==> config.mk <==
export PLATFORM = sky130hd
export DESIGN_NAME = sprite_engine
export DESIGN_NICKNAME = d
export VERILOG_FILES = /design/src/rtl/sprite_engine.sv
export SDC_FILE = /design/constraint.sdc
export NUM_CORES = 1
export LEC_CHECK = 0
export BUFFER_PORTS_ARGS = -buffer_cell sky130_fd_sc_hd__buf_2
export CORE_UTILIZATION = 51
export CTS_CLUSTER_SIZE = 10
export DETAILED_ROUTE_END_ITERATION = 10
export PLACE_DENSITY = 0.77
export RECOVER_POWER = 50
export SKIP_LAST_GASP = 1
export SLEW_MARGIN = 0
export SYNTH_ARGS = -nofsm -noshare
export SYNTH_HDL_FRONTEND = slang
export SYNTH_SLANG_ARGS = --single-unit
export TNS_END_PERCENT = 10
==> constraint.sdc <==
create_clock -name clock -period 2.25 [get_ports clock]
set_input_delay 0.1125 -clock clock [delete_from_list [all_inputs] [get_ports clock]]
set_output_delay 0.1125 -clock clock [all_outputs]
set_load 0.01 [all_outputs]
==> src/rtl/sprite_engine.sv <==
// rtl/sprite_engine.sv - rectangular sprite draw/erase engine driving a VGA pixel-write port
// One request produces an optional origin shift, a row-major pixel scan and a one-cycle complete pulse.
module sprite_engine #(
  parameter int         WIDTH     = 16,
  parameter int         HEIGHT    = 16,
  parameter int         X_MAX     = 180,
  parameter int         Y_MAX     = 104,
  parameter logic [2:0] COLOUR    = 3'b111,
  parameter logic [2:0] BG_COLOUR = 3'b000,
  parameter logic [7:0] RESET_X   = 8'd0,
  parameter logic [6:0] RESET_Y   = 7'd0
) (
  input  logic       clock,
  input  logic       reset,
  input  logic       enable,
  input  logic       load,
  input  logic [7:0] load_x,
  input  logic [6:0] load_y,
  input  logic       writeEn,
  input  logic       clear,
  input  logic       shift_h,
  input  logic       shift_v,
  input  logic [6:0] shift_amount,
  input  logic [6:0] shift_amount_two,
  output logic [7:0] pos_x,
  output logic [6:0] pos_y,
  output logic [7:0] x_out,
  output logic [6:0] y_out,
  output logic [2:0] colour,
  output logic       plot,
  output logic       complete
);
  localparam int CW = $clog2(WIDTH);
  localparam int RW = $clog2(HEIGHT);
  localparam logic [CW-1:0] COL_LAST = CW'(WIDTH - 1);
  localparam logic [RW-1:0] ROW_LAST = RW'(HEIGHT - 1);
  localparam logic signed [9:0] X_MAX_S = 10'(X_MAX);
  localparam logic signed [9:0] Y_MAX_S = 10'(Y_MAX);

  typedef enum logic [1:0] {IDLE, SHIFT, SCAN, DONE} state_t;

  state_t        r_state;
  state_t        w_state_nxt;
  logic [7:0]    r_pos_x;
  logic [6:0]    r_pos_y;
  logic [CW-1:0] r_col;
  logic [RW-1:0] r_row;
  logic          r_erase;
  logic          r_sel_h;
  logic [6:0]    r_amt_a;
  logic [6:0]    r_amt_b;
  logic          w_plot;
  logic          w_complete;
  logic          w_last;
  logic          w_req;

  // Wide enough that any 8-bit origin plus a 7-bit signed delta cannot wrap before clamping.
  function automatic logic [7:0] sat_x(input logic [7:0] base, input logic [6:0] d);
    logic signed [9:0] s;
    s = $signed({2'b00, base}) + $signed({{3{d[6]}}, d});
    if (s < 10'sd0)        return 8'd0;
    else if (s > X_MAX_S)  return 8'(X_MAX);
    else                   return s[7:0];
  endfunction

  function automatic logic [6:0] sat_y(input logic [6:0] base, input logic [6:0] d);
    logic signed [9:0] s;
    s = $signed({3'b000, base}) + $signed({{3{d[6]}}, d});
    if (s < 10'sd0)        return 7'd0;
    else if (s > Y_MAX_S)  return 7'(Y_MAX);
    else                   return s[6:0];
  endfunction

  assign w_last = (r_col == COL_LAST) && (r_row == ROW_LAST);
  assign w_req  = enable && writeEn && (clear || shift_h || shift_v);

  always_ff @(posedge clock) begin
    if (!reset) r_state <= IDLE;
    else        r_state <= w_state_nxt;
  end

  always_comb begin
    w_state_nxt = r_state;
    w_plot      = 1'b0;
    w_complete  = 1'b0;
    case (r_state)
      IDLE:  if (w_req) w_state_nxt = clear ? SCAN : SHIFT;
      SHIFT: w_state_nxt = enable ? SCAN : IDLE;
      SCAN: begin
        w_plot = 1'b1;
        if (!enable)     w_state_nxt = IDLE;
        else if (w_last) w_state_nxt = DONE;
      end
      DONE: begin
        w_complete  = 1'b1;
        w_state_nxt = IDLE;
      end
      default: w_state_nxt = IDLE;
    endcase
  end

  always_ff @(posedge clock) begin
    if (!reset) begin
      r_pos_x <= RESET_X;
      r_pos_y <= RESET_Y;
      r_col   <= '0;
      r_row   <= '0;
      r_erase <= 1'b0;
      r_sel_h <= 1'b0;
      r_amt_a <= '0;
      r_amt_b <= '0;
    end else begin
      case (r_state)
        IDLE: begin
          if (enable && load && !writeEn) begin
            r_pos_x <= load_x;
            r_pos_y <= load_y;
          end
          if (enable && writeEn) begin
            r_erase <= clear;
            r_sel_h <= shift_h;
            r_amt_a <= shift_amount;
            r_amt_b <= shift_amount_two;
          end
        end
        // The shifted origin is committed even if enable drops during this cycle.
        SHIFT: begin
          if (r_sel_h) begin
            r_pos_x <= sat_x(r_pos_x, r_amt_a);
            r_pos_y <= sat_y(r_pos_y, r_amt_b);
          end else begin
            r_pos_y <= sat_y(r_pos_y, r_amt_a);
          end
        end
        SCAN: begin
          if (!enable || w_last) begin
            r_col <= '0;
            r_row <= '0;
          end else if (r_col == COL_LAST) begin
            r_col <= '0;
            r_row <= r_row + RW'(1);
          end else begin
            r_col <= r_col + CW'(1);
          end
        end
        default: ;
      endcase
    end
  end

  assign pos_x    = r_pos_x;
  assign pos_y    = r_pos_y;
  assign plot     = w_plot;
  assign complete = w_complete;
  assign x_out    = w_plot ? r_pos_x + 8'(r_col) : 8'd0;
  assign y_out    = w_plot ? r_pos_y + 7'(r_row) : 7'd0;
  assign colour   = w_plot ? (r_erase ? BG_COLOUR : COLOUR) : 3'b000;

endmodule

* Word level (Yosys, flattened, before mapping)
Cells that the tools add are included.
** Word-level totals
- Memories kept :: 0
- Bits in latches :: 0
- Output and inout bits :: 35
- Word-level logic and storage cells :: 77
- ROM bits :: 0
- Bits in writable memories :: 0
- Flip-flop bits (word level) :: 41
- Input port bits :: 37
** Operators by class
- Reduce and logical (&&, ||, !) cells :: 18
- Shift operators :: 0
- Equal/unequal tests :: 9
- Bitwise gates (word level) :: 0
- Order comparisons :: 6
- Multipliers :: 0
- Divide/modulo/power cells :: 0
- Mux-type cells :: 28
- $add $sub $neg :: 7
** Operators with widths (number)
- $mux W7 :: 7
- $mux W8 :: 5
- $add A8 B7 Y9 :: 2
- $gt A9 B8 Y1 const B :: 2
- $lt A9 B1 Y1 const B :: 2
- $mux W4 :: 4
- $pmux W8 S2 :: 1
- $pmux W7 S2 :: 1
- $add A9 B7 Y10 :: 1
- $gt A10 B9 Y1 const B :: 1
- $lt A10 B1 Y1 const B :: 1
- $mux W2 :: 5
- $add A4 B1 Y4 const B :: 2
- $add A8 B4 Y8 :: 1
- $eq A4 B4 Y1 const B :: 2
- $pmux W2 S4 :: 1
- $reduce_and A2 Y1 :: 4
- $add A7 B4 Y7 :: 1
- $mux W3 :: 2
- $ne A2 B2 Y1 const B :: 3
- $logic_and A1 B1 Y1 :: 5
- $eq A2 B2 Y1 const B :: 2
- $reduce_bool A2 Y1 :: 2
- $logic_or A1 B1 Y1 :: 3
- 6 further kinds :: 8

* Logic depth before layout (Yosys ltp)
Gate-level depths: netlist of the first run.
- Depth after elaboration :: 6
- Depth in mapped cells :: 9
- Gate-level depth less buffers :: 8

* Worst setup path after synthesis of the first run
OpenSTA, ideal clock, no wires.
- Kind :: reg2reg
- From :: reg r_pos_y[0] (netlist: pos_y[0])
- To :: reg r_pos_y[4] (netlist: pos_y[4])
- Path buffers :: 0
- Slack :: -0.267 ns
- Data arrival time :: 2.443 ns
- Clock period less this slack :: 2.517 ns
- Cell stages (with the launch flop) :: 9
- Library setup time :: 0.073 ns
- Required time :: 2.177 ns
- Cell sequence :: dfxtp_1 -> ha_1 -> fa_1 -> a211o_1 -> a2111oi_4 -> nor3_1 -> nand3b_4 -> or4b_1 -> o211ai_2
** On the way
- Longest elaborated chain between the ends :: 6
- Elaborated cells on any way between the ends :: 12
- Those cells by class :: add/sub: 2; order compare: 4; mux: 6
** RTL lines
- start, declared :: line 45 : logic [6:0] r_pos_y;
- start signal, assigned :: line 117 : r_pos_y <= load_y;
- start signal, assigned :: line 130 : r_pos_y <= sat_y(r_pos_y, r_amt_b);
- start signal, assigned :: line 132 : r_pos_y <= sat_y(r_pos_y, r_amt_a);
- $add A8 B7 Y9 :: line 68 : s = $signed({3'b000, base}) + $signed({{3{d[6]}}, d});
- $gt A9 B8 Y1 :: line 70 : else if (s > Y_MAX_S) return 7'(Y_MAX);
- $mux W7 :: line 70
- $mux W7 :: line 69 : if (s < 10'sd0) return 7'd0;
- $mux W7 (*) :: line 128 : if (r_sel_h) begin
- $pmux W7 S2 (*) :: line 113 : case (r_state)
Every way passes the cells marked *; elsewhere a longest branch is shown, timed or not.
A chain may end at the register's enable or synchronous reset.

* Worst setup path in the final report of the first run
Ends and elaborated chain as after synthesis.

==> results of run 1 <==
## synth_stat cells (3+ instances only)
master	number
a2111oi_0	3
a211o_1	6
a211oi_1	3
a21o_1	8
a21oi_1	42
a221oi_1	3
a311oi_1	5
a31oi_1	4
a41oi_1	3
and2_1	8
buf_2	5
clkbuf_1	16
dfxtp_1	41
fa_1	5
ha_1	35
inv_1	15
nand2_1	78
nand2b_1	6
nand3_1	15
nand4b_1	3
nor2_1	33
nor2b_1	13
nor3_1	16
o2111ai_1	6
o211ai_1	3
o21a_1	7
o21ai_0	27
o21ai_1	4
o21bai_1	5
o221ai_1	3
o311a_1	3
o41ai_1	5
or3_1	4
xnor2_1	16
xor2_1	7
## worst max path at each step
stage,endpoint,slack [ns],from
3_5_place_dp,pos_x[0]$_SDFFE_PN0P_,-0.27,r_amt_a[0]$_SDFFE_PN0P_
5_1_grt,pos_y[4]$_SDFFE_PN0P_,-0.36,pos_y[0]$_SDFFE_PN0P_
6_report,pos_y[4]$_SDFFE_PN0P_,-0.28,pos_y[0]$_SDFFE_PN0P_
3_3_place_gp,pos_y[4]$_SDFFE_PN0P_,-0.19,pos_y[0]$_SDFFE_PN0P_
4_1_cts,pos_y[4]$_SDFFE_PN0P_,-0.23,pos_y[0]$_SDFFE_PN0P_
2_1_floorplan,pos_y[4]$_SDFFE_PN0P_,-0.18,pos_y[0]$_SDFFE_PN0P_
## flip-flops by register name, indices dropped and copies added (netlist names)
signal   count
r_state      2
pos_y        7
r_erase      1
r_amt_a      7
pos_x        8
r_sel_h      1
r_amt_b      7
r_col        4
r_row        4
## worst min-delay path, stage by stage
cell and delay, ns:
buf_2 0.10, nand2_1 0.04, a21oi_1 0.05
## layer usage
| layer | part of all wire | GRT usage | vias to the layer above | wire length, um |
|---|---|---|---|---|
| met4 | 0.036 | 0.1540 | 0 | 455 |
| met3 | 0.057 | 0.04478 | 39 | 714 |
| li1 | - | - | 2106 | - |
| met2 | 0.50 | 0.5685 | 173 | 6268 |
| met1 | 0.41 | 0.3679 | 2058 | 5094 |
| met5 | 0 | 0 | - | 0 |
## timing repair
action                                  CTS  global route
buffers inserted                          1             1
endpoints found under the setup margin   20            22
resized for setup                        17             9
hold endpoints to repair                  0             0
pin swaps                                 7             2
cloned                                    0             0
## logic make-up (layout without fill, tap and decap cells)
group / after synthesis / in the layout / share of synthesized area
AND/OR/NAND/NOR: 194 / 194 / 0.2435
AO/OA/AOI/OAI: 166 / 166 / 0.3049
flip-flops: 41 / 41 / 0.2133
adder cells (fa/ha/maj): 40 / 40 / 0.1398
buffers and inverters: 38 / 158 / 0.04063
XOR/XNOR: 23 / 23 / 0.05234
multiplexers: 2 / 2 / 0.005527
## per-stage QoR
stage,setup TNS (ns),instance area [sq um],util,cells
CTS,-2.417,4912,0.6736,722
floorplan,-0.6428,3855,-,504
detailed placement,-2.732,4700,0.6445,713
finish,-3.054,4926,0.6755,723
global route,-5.206,4926,0.6755,723
global placement,-1.835,4700,0.6445,713
## where the power goes
group / internal [mW] / total [mW] / switching [mW]
logic: 0.257 / 0.599 / 0.342
clock network: 0.362 / 0.663 / 0.301
registers: 0.758 / 0.800 / 0.0416
## layout make-up
| type | instances | area (sq um) | share of cell area |
|---|---|---|---|
| repair buffers | 135 | 794.5 | 0.1613 |
| well taps | 99 | 123.9 | 0.02515 |
| clock buffers | 6 | 82.58 | 0.01676 |
| flip-flops and latches | 41 | 825.8 | 0.1676 |
| inverters | 15 | 56.30 | 0.01143 |
| multi-input cells | 425 | 3005 | 0.6101 |
| clock inverters | 2 | 37.54 | 0.007620 |
==> results_dict.tcl, run 1 <==
set metrics [dict create \
    run_status "finished, violations left" \
    violations "negative setup slack" \
    netlist_area_sq_mm 0.003849 \
    hold_path_class "in -> reg" \
    synth_top_cell_area_share 0.2133 \
    cp_top_family "compound AO/OA/AOI/OAI gates" \
    die-area_sq_mm 0.007898 \
    syn_avg_cell_area_sq_um 7.636 \
    period_share 1.122 \
    drt_iter0_drc 439 \
    track_usage 0.3165 \
    period_minus_slack_ns 2.526 \
    grt_max_degree 25 \
    r2r_setup_slack_ns -0.28 \
    layout-drive-gt1-share 0.2644 \
    cpPeakStageDelay_ns 0.53 \
    synthArstFlopShare 0 \
    worstPathCellList "ha_4 -> fa_2 -> a211o_4 -> a2111oi_4 -> nor3_2 -> nand3b_4 -> or4b_4 -> o211ai_2" \
    ys_seq_area_frac 0.2133 \
    relSlewSlack 0.4405 \
    drv_cap 0 \
    synth_area_leader_cell "dfxtp_1" \
    leakage_nw 2.261 \
    die_w_um 88.87 \
    via_per_inst 6.053 \
    nets 700 \
    cts_inserted_buffers 5 \
    synth_edf_count 0 \
    cts_root_buf "clkbuf_8" \
    yosys_most_used_dff "dfxtp_1" \
    gp_congestion 0.9552 \
    clk_pin_slew_ns 0.09 \
    initial_utilization 0.5278 \
    r2r-start "pos_y[0]$_SDFFE_PN0P_" \
    cts_hold_buf 0 \
    fp-row-count 31 \
    worst_pin_slew_ns 0.8392 \
    ant_nets 0 \
    powerDensity_mw_per_mm2 418.6 \
    htreeDepth 2 \
    clock_sinks 41 \
    achievable-frequency_mhz 396.0 \
    finalWirelength_mm 12.53 \
    hold_start "shift_amount_two[1]" \
    hold_end "r_amt_b[1]$_SDFFE_PN0P_" \
    gr-total-overflow 0 \
    ys_top_cells_by_area "dfxtp_1 (21%), ha_1 (11%), nand2_1 (7.6%)" \
    ios 72 \
    dieHeight_um 88.87 \
    drt-wirelength-per-cell_um 17.34 \
    synth_cell_type_count 73 \
    peakVddDrop_mv 0.3093 \
    cp-start-kind "register" \
    r2r-end "pos_y[4]$_SDFFE_PN0P_" \
    ys_ff_latch 41 \
    clock_skew_ns 0.009482 \
    cpMaxStageDelayCell "or4b_4" \
    core_area_sq_mm 0.007292 \
    hold_viol_final 0 \
    area_delta_synth_final_pct 27.99 \
    slew_viol_final 0 \
    worstPathRequired_ns 2.48 \
    fillers 676 \
    io_buffers 71 \
    reg2regPathDepth 8 \
    num_antenna_cells 0 \
    criticalPathCategory "reg -> reg" \
    cp.depth 8 \
    vias 4376 \
    grt_pass1_vias 4054 \
    setup_viol 19 \
    grt_pass1_wl_mm 19.07 \
    path_max_fanout 4 \
    worst_slack_ns -0.2755 \
    cts_buffer_depth 2 \
    hold_ws_ns 0.03755 \
    final_common_cell "nand2_1" \
    layout_common_cells "nand2_1 (76), buf_2 (68), buf_4 (53)" \
    end_kind "register" \
    holdPathStages 3 \
    grt_antenna_before_repair 0 \
    firstDrtPassIters 5 \
    p_total_mw 2.062 \
    crit_buf_inv 0 \
    drc 0 \
    hpwlAfterDp_mm 9.407 \
    rsz0062_at_grt "yes" \
    syn_inst 504 \
    arrival_ns 2.76 \
    synth_nets 581 \
    pre_cts_slack_ns -0.2662 \
    ys_warn_count 0 \
    clk-insertion-delay-late_ns 0.30 \
    cts_tree "built" \
]
No activity file was read; power rests on OpenSTA's default activity.
==> run 2, diff against run 1 <==
--- a/config.mk
+++ b/config.mk
@@ -5,8 +5,10 @@
 export SDC_FILE = /design/constraint.sdc
 export NUM_CORES = 1
 export LEC_CHECK = 0
-export BUFFER_PORTS_ARGS = -buffer_cell sky130_fd_sc_hd__buf_2
-export CORE_UTILIZATION = 51
+export BUFFER_PORTS_ARGS = -buffer_cell sky130_fd_sc_hd__buf_4
+export CELL_PAD_IN_SITES_DETAIL_PLACEMENT = 1
+export CELL_PAD_IN_SITES_GLOBAL_PLACEMENT = 2
+export CORE_UTILIZATION = 29
 export CTS_CLUSTER_SIZE = 10
 export DETAILED_ROUTE_END_ITERATION = 10
 export PLACE_DENSITY = 0.77
==> results_dict.tcl, run 2 (synthesized netlist as in run 1, its figures left out) <==
set metrics [dict create \
    clk_pin_slew_ns 0.07 \
    drt-wirelength-per-cell_um 17.94 \
    gr-total-overflow 0 \
    drv_cap 0 \
    nets 710 \
    clk-insertion-delay-late_ns 0.30 \
    peakVddDrop_mv 0.2396 \
    hold_ws_ns 0.06253 \
    layout-drive-gt1-share 0.2622 \
    grt_antenna_before_repair 0 \
    drc 0 \
    end_kind "register" \
    run_status "finished, violations left" \
    fillers 1571 \
    clock_skew_ns 0.006828 \
    final_common_cell "buf_4" \
    vias 4371 \
    powerDensity_mw_per_mm2 420.2 \
    track_usage 0.2243 \
    via_per_inst 5.430 \
    worst_pin_slew_ns 0.6468 \
    grt_pass1_wl_mm 23.36 \
    largest_register_ffs 8 \
    period_share 1.112 \
    initial_utilization 0.3013 \
    ios 72 \
    period_minus_slack_ns 2.502 \
    r2r-start "pos_y[0]$_SDFFE_PN0P_" \
    path_max_fanout 4 \
    cts_buffer_depth 2 \
    core_area_sq_mm 0.01277 \
    cp-startpoint "pos_y[0]$_SDFFE_PN0P_" \
    ant_nets 0 \
    relSlewSlack 0.5576 \
    arrival_ns 2.73 \
    cts_root_buf "clkbuf_16" \
    die_w_um 117.2 \
    grt_max_degree 25 \
    pre_cts_slack_ns -0.3286 \
    fp-row-count 41 \
    criticalPathCategory "reg -> reg" \
    cp-start-kind "register" \
    dieHeight_um 117.2 \
    drt_iter0_drc 186 \
    cts_tree "built" \
    num_antenna_cells 0 \
    finalWirelength_mm 14.44 \
    worstPathRequired_ns 2.48 \
    leakage_nw 2.325 \
    hold_path_class "in -> reg" \
    cts_hold_buf 0 \
    violations "negative setup slack" \
    setup_viol 22 \
    layout_common_cells "buf_4 (131), nand2_1 (77), a21oi_1 (41)" \
    area_delta_synth_final_pct 36.02 \
    hold_start "shift_amount[2]" \
    io_buffers 71 \
    slew_viol_final 0 \
    cts_inserted_buffers 5 \
    die-area_sq_mm 0.01374 \
    gp_congestion 0.9103 \
    worst_slack_ns -0.2522 \
    hpwlAfterDp_mm 11.62 \
    grt_pass1_vias 4533 \
    hold_viol_final 0 \
    htreeDepth 2 \
    achievable-frequency_mhz 399.6 \
    clock_sinks 41 \
    firstDrtPassIters 4 \
    rsz0062_at_grt "yes" \
]
-- run 2: changes by cell type in the layout (fill, tap and decap cells not counted), moves of 2 or more --
cell	delta
buf_4	+78
buf_2	-68
clkbuf_16	+5
clkbuf_8	-5
o41ai_1	+3
o41ai_2	-3
a2111oi_1	-2
a2111oi_2	+2
dfxtp_1	+2
dfxtp_2	-2
-- run 2: path summary, 6_finish.rpt --
| path | slack, ns | cells after the start | endpoint |
|---|---|---|---|
| worst max-delay path | -0.25 | 8 | pos_y[4]$_SDFFE_PN0P_ |
| worst min-delay path | 0.06 | 3 | r_amt_a[2]$_SDFFE_PN0P_ |
| worst max register to register | -0.25 | 8 | pos_y[4]$_SDFFE_PN0P_ |
| worst min register to register | 0.46 | 2 | r_erase$_SDFFE_PN0P_ |
-- run 2: per-stage QoR --
step / area (sq um) / power (mW) / utilization / cells / TNS, ns
6_report: 5235 / 2.200 / 0.4098 / 805 / -2.869
5_1_grt: 5235 / 2.320 / 0.4098 / 805 / -6.064
4_1_cts: 5239 / 2.225 / 0.4101 / 805 / -3.719
3_5_place_dp: 5036 / 1.451 / 0.3943 / 795 / -3.177
3_3_place_gp: 5036 / 1.434 / 0.3943 / 795 / -1.921
2_1_floorplan: 3855 / 1.150 / - / 504 / -0.6428
-- run 2: timing repair --
item	4_1_cts	5_1_grt
endpoints found under the hold margin	0	0
resized for setup	6	9
setup buffers	3	0
pin swaps	2	4
endpoints found under the setup margin	22	22
-- run 2: layer usage --
metal / track usage / part of all wire
met5: 0 / 0
met4: 0.09030 / 0.026
met3: 0.02369 / 0.037
met2: 0.3792 / 0.48
met1: 0.2914 / 0.46
-- run 2: layout make-up --
cell class | instances | area, sq um | share of cell area
inverters | 15 | 56.30 | 0.01076
multi-input cells | 425 | 2954 | 0.5643
clock inverters | 1 | 7.507 | 0.001434
well taps | 172 | 215.2 | 0.04111
clock buffers | 6 | 138.9 | 0.02653
repair buffers | 145 | 1040 | 0.1986
flip-flops and latches | 41 | 823.3 | 0.1573
-- run 2: worst max-delay path, cell delays in order (launching register included) --
cell	delay [ns]
dfxtp_2	0.34
ha_4	0.16
fa_2	0.35
a211o_4	0.38
a2111oi_4	0.34
nor3_1	0.08
nand3b_4	0.18
or4b_1	0.53
o211ai_2	0.08
-- run 2: power breakdown --
part	switching, mW	total (mW)	internal [mW]	leakage [nW]
registers	0.0432	0.802	0.759	0.334
clock network	0.323	0.759	0.436	0.0690
logic	0.345	0.639	0.293	1.92
total	0.712	2.20	1.49	2.32
==> run 3, diff against run 2 <==
--- a/config.mk
+++ b/config.mk
@@ -11,6 +11,7 @@
 export CORE_UTILIZATION = 29
 export CTS_CLUSTER_SIZE = 10
 export DETAILED_ROUTE_END_ITERATION = 10
+export HOLD_SLACK_MARGIN = 0.12
 export PLACE_DENSITY = 0.77
 export RECOVER_POWER = 50
 export SKIP_LAST_GASP = 1
==> results_dict.tcl, run 3 (synthesized netlist as in run 1, its figures left out) <==
set metrics [dict create \
    run_status "finished, violations left" \
    violations "negative setup slack" \
    setup_viol 22 \
    die-area_sq_mm 0.01374 \
    cts_inserted_buffers 5 \
    via_per_inst 5.386 \
    stdcell_area_sq_mm 0.005395 \
    initial_utilization 0.3013 \
    cts_tree "built" \
    grt_max_degree 25 \
    io_buffers 71 \
    hold_viol_final 0 \
    layout-drive-gt1-share 0.2558 \
    relSlewSlack 0.5743 \
    drv_cap 0 \
    p_int_mw 1.506 \
    end_kind "register" \
    final_common_cell "buf_4" \
    fp-row-count 41 \
    fillers 1574 \
    grt_antenna_before_repair 0 \
    cp_top_family "compound AO/OA/AOI/OAI gates" \
    drt-wirelength-per-cell_um 17.76 \
    seq_power_share 0.361 \
    peakVddDrop_mv 0.2403 \
    grt_pass1_wl_mm 23.66 \
    htreeDepth 2 \
    period_share 1.112 \
    hold_ws_ns 0.1394 \
    multiInputGateArea_sq_mm 0.002954 \
    drc 0 \
    worstPathRequired_ns 2.48 \
    path_max_fanout 4 \
    cp-start-kind "register" \
    drt_iter0_drc 190 \
    nets 726 \
    largest_register_ffs 8 \
    ant_nets 0 \
    gp_congestion 0.9103 \
    clk-insertion-delay-late_ns 0.30 \
    powerDensity_mw_per_mm2 411.5 \
    clock_skew_ns 0.007016 \
    cts_buffer_depth 2 \
    cpPeakStageDelay_ns 0.53 \
    worst_slack_ns -0.2525 \
    leakage_nw 2.392 \
    dpl_cell_area_sq_mm 0.005036 \
    arrival_ns 2.74 \
    worstPathCellList "ha_4 -> fa_2 -> a211o_4 -> a2111oi_4 -> nor3_1 -> nand3b_4 -> or4b_1 -> o211ai_2" \
    vias 4422 \
    combPwrFrac 0.298 \
    period_minus_slack_ns 2.502 \
    track_usage 0.2270 \
    finalWirelength_mm 14.58 \
    hold_path_class "in -> reg" \
    die_w_um 117.2 \
    core_area_sq_mm 0.01277 \
    achievable-frequency_mhz 399.6 \
    slew_viol_final 0 \
    gr-total-overflow 0 \
    crit_buf_inv 0 \
    p_sw_frac 0.3217 \
    dieHeight_um 117.2 \
    cpMaxStageDelayCell "or4b_1" \
    num_antenna_cells 0 \
    ios 72 \
    pwr-share-clk 0.341 \
    layout.area.seq_sq_um 823.3 \
    firstDrtPassIters 4 \
    hpwlAfterDp_mm 11.62 \
    rsz0062_at_grt "yes" \
    grt_pass1_vias 4655 \
    clk_pin_slew_ns 0.07 \
    area_delta_synth_final_pct 40.18 \
    layout_common_cells "buf_4 (131), nand2_1 (77), a21oi_1 (41)" \
    criticalPathCategory "reg -> reg" \
    worst_pin_slew_ns 0.6224 \
    cts_root_buf "clkbuf_16" \
    p_switching_mw 0.7142 \
    clock_sinks 41 \
]
[run 3: cell count changes in the layout (fill, tap and decap cells not counted)]
cell           previous run  this run
dlygate4sd3_1             0        16
[run 3: cell type report]
type                            instances  area share
Timing Repair Buffer                  161      0.2224
Multi-Input combinational cell        425      0.5475
Clock inverter                          1    0.001391
Inverter                               15     0.01044
Sequential cell                        41      0.1526
Tap cell                              172     0.03989
Clock buffer                            6     0.02574
[run 3: routing by layer]
| layer | up-vias | routed length [um] | track usage |
|---|---|---|---|
| met2 | 87 | 7022 | 0.3890 |
| met4 | 0 | 378 | 0.09030 |
| met5 | - | 0 | 0 |
| li1 | 2144 | - | - |
| met1 | 2168 | 6723 | 0.2917 |
| met3 | 23 | 453 | 0.02317 |
[run 3: stage by stage]
step                TNS (ns)  cells  utilization  total power [mW]  setup WS [ns]
floorplan            -0.6428    504            -             1.150        -0.1803
global placement      -1.921    795       0.3943             1.434        -0.2062
detailed placement    -3.177    795       0.3943             1.451        -0.3286
CTS                   -3.719    821       0.4227             2.246        -0.2689
global route          -6.064    821       0.4224             2.344        -0.3860
finish                -2.843    821       0.4224             2.220        -0.2525
[run 3: final timing paths]
kind / end / slack, ns / cells past startpoint / startpoint
setup reg to reg: pos_y[4]$_SDFFE_PN0P_ / -0.25 / 8 / pos_y[0]$_SDFFE_PN0P_
hold reg to reg: r_erase$_SDFFE_PN0P_ / 0.46 / 2 / r_erase$_SDFFE_PN0P_
hold / removal: pos_x[6]$_SDFFE_PN0P_ / 0.14 / 5 / load_x[6]
setup / recovery: pos_y[4]$_SDFFE_PN0P_ / -0.25 / 8 / pos_y[0]$_SDFFE_PN0P_
[run 3: repair_timing]
item                                    4_1_cts  5_1_grt
endpoints found under the setup margin       22       22
hold buffers                                 16        0
pin swaps                                     2        4
cloned                                        0        0
resized for setup                             6        9
setup buffers                                 3        0
hold endpoints to repair                     16        0
[run 3: worst register-to-register path, delay by kind of cell (launching register included)]
kind / cells / cell delay, ns
adders and majority gates: 2 / 0.52
AOI/OAI and AO/OA: 3 / 0.80
and+or+nand+nor: 3 / 0.79
DFF: 1 / 0.34
[run 3: power by group through the flow]
stage | combinational, mW | clock [mW] | sequential (mW)
floorplan | 0.338 | 0 | 0.812
global placement | 0.618 | 0 | 0.815
detailed placement | 0.634 | 0 | 0.817
CTS | 0.669 | 0.775 | 0.802
global route | 0.733 | 0.804 | 0.806
finish | 0.661 | 0.758 | 0.802
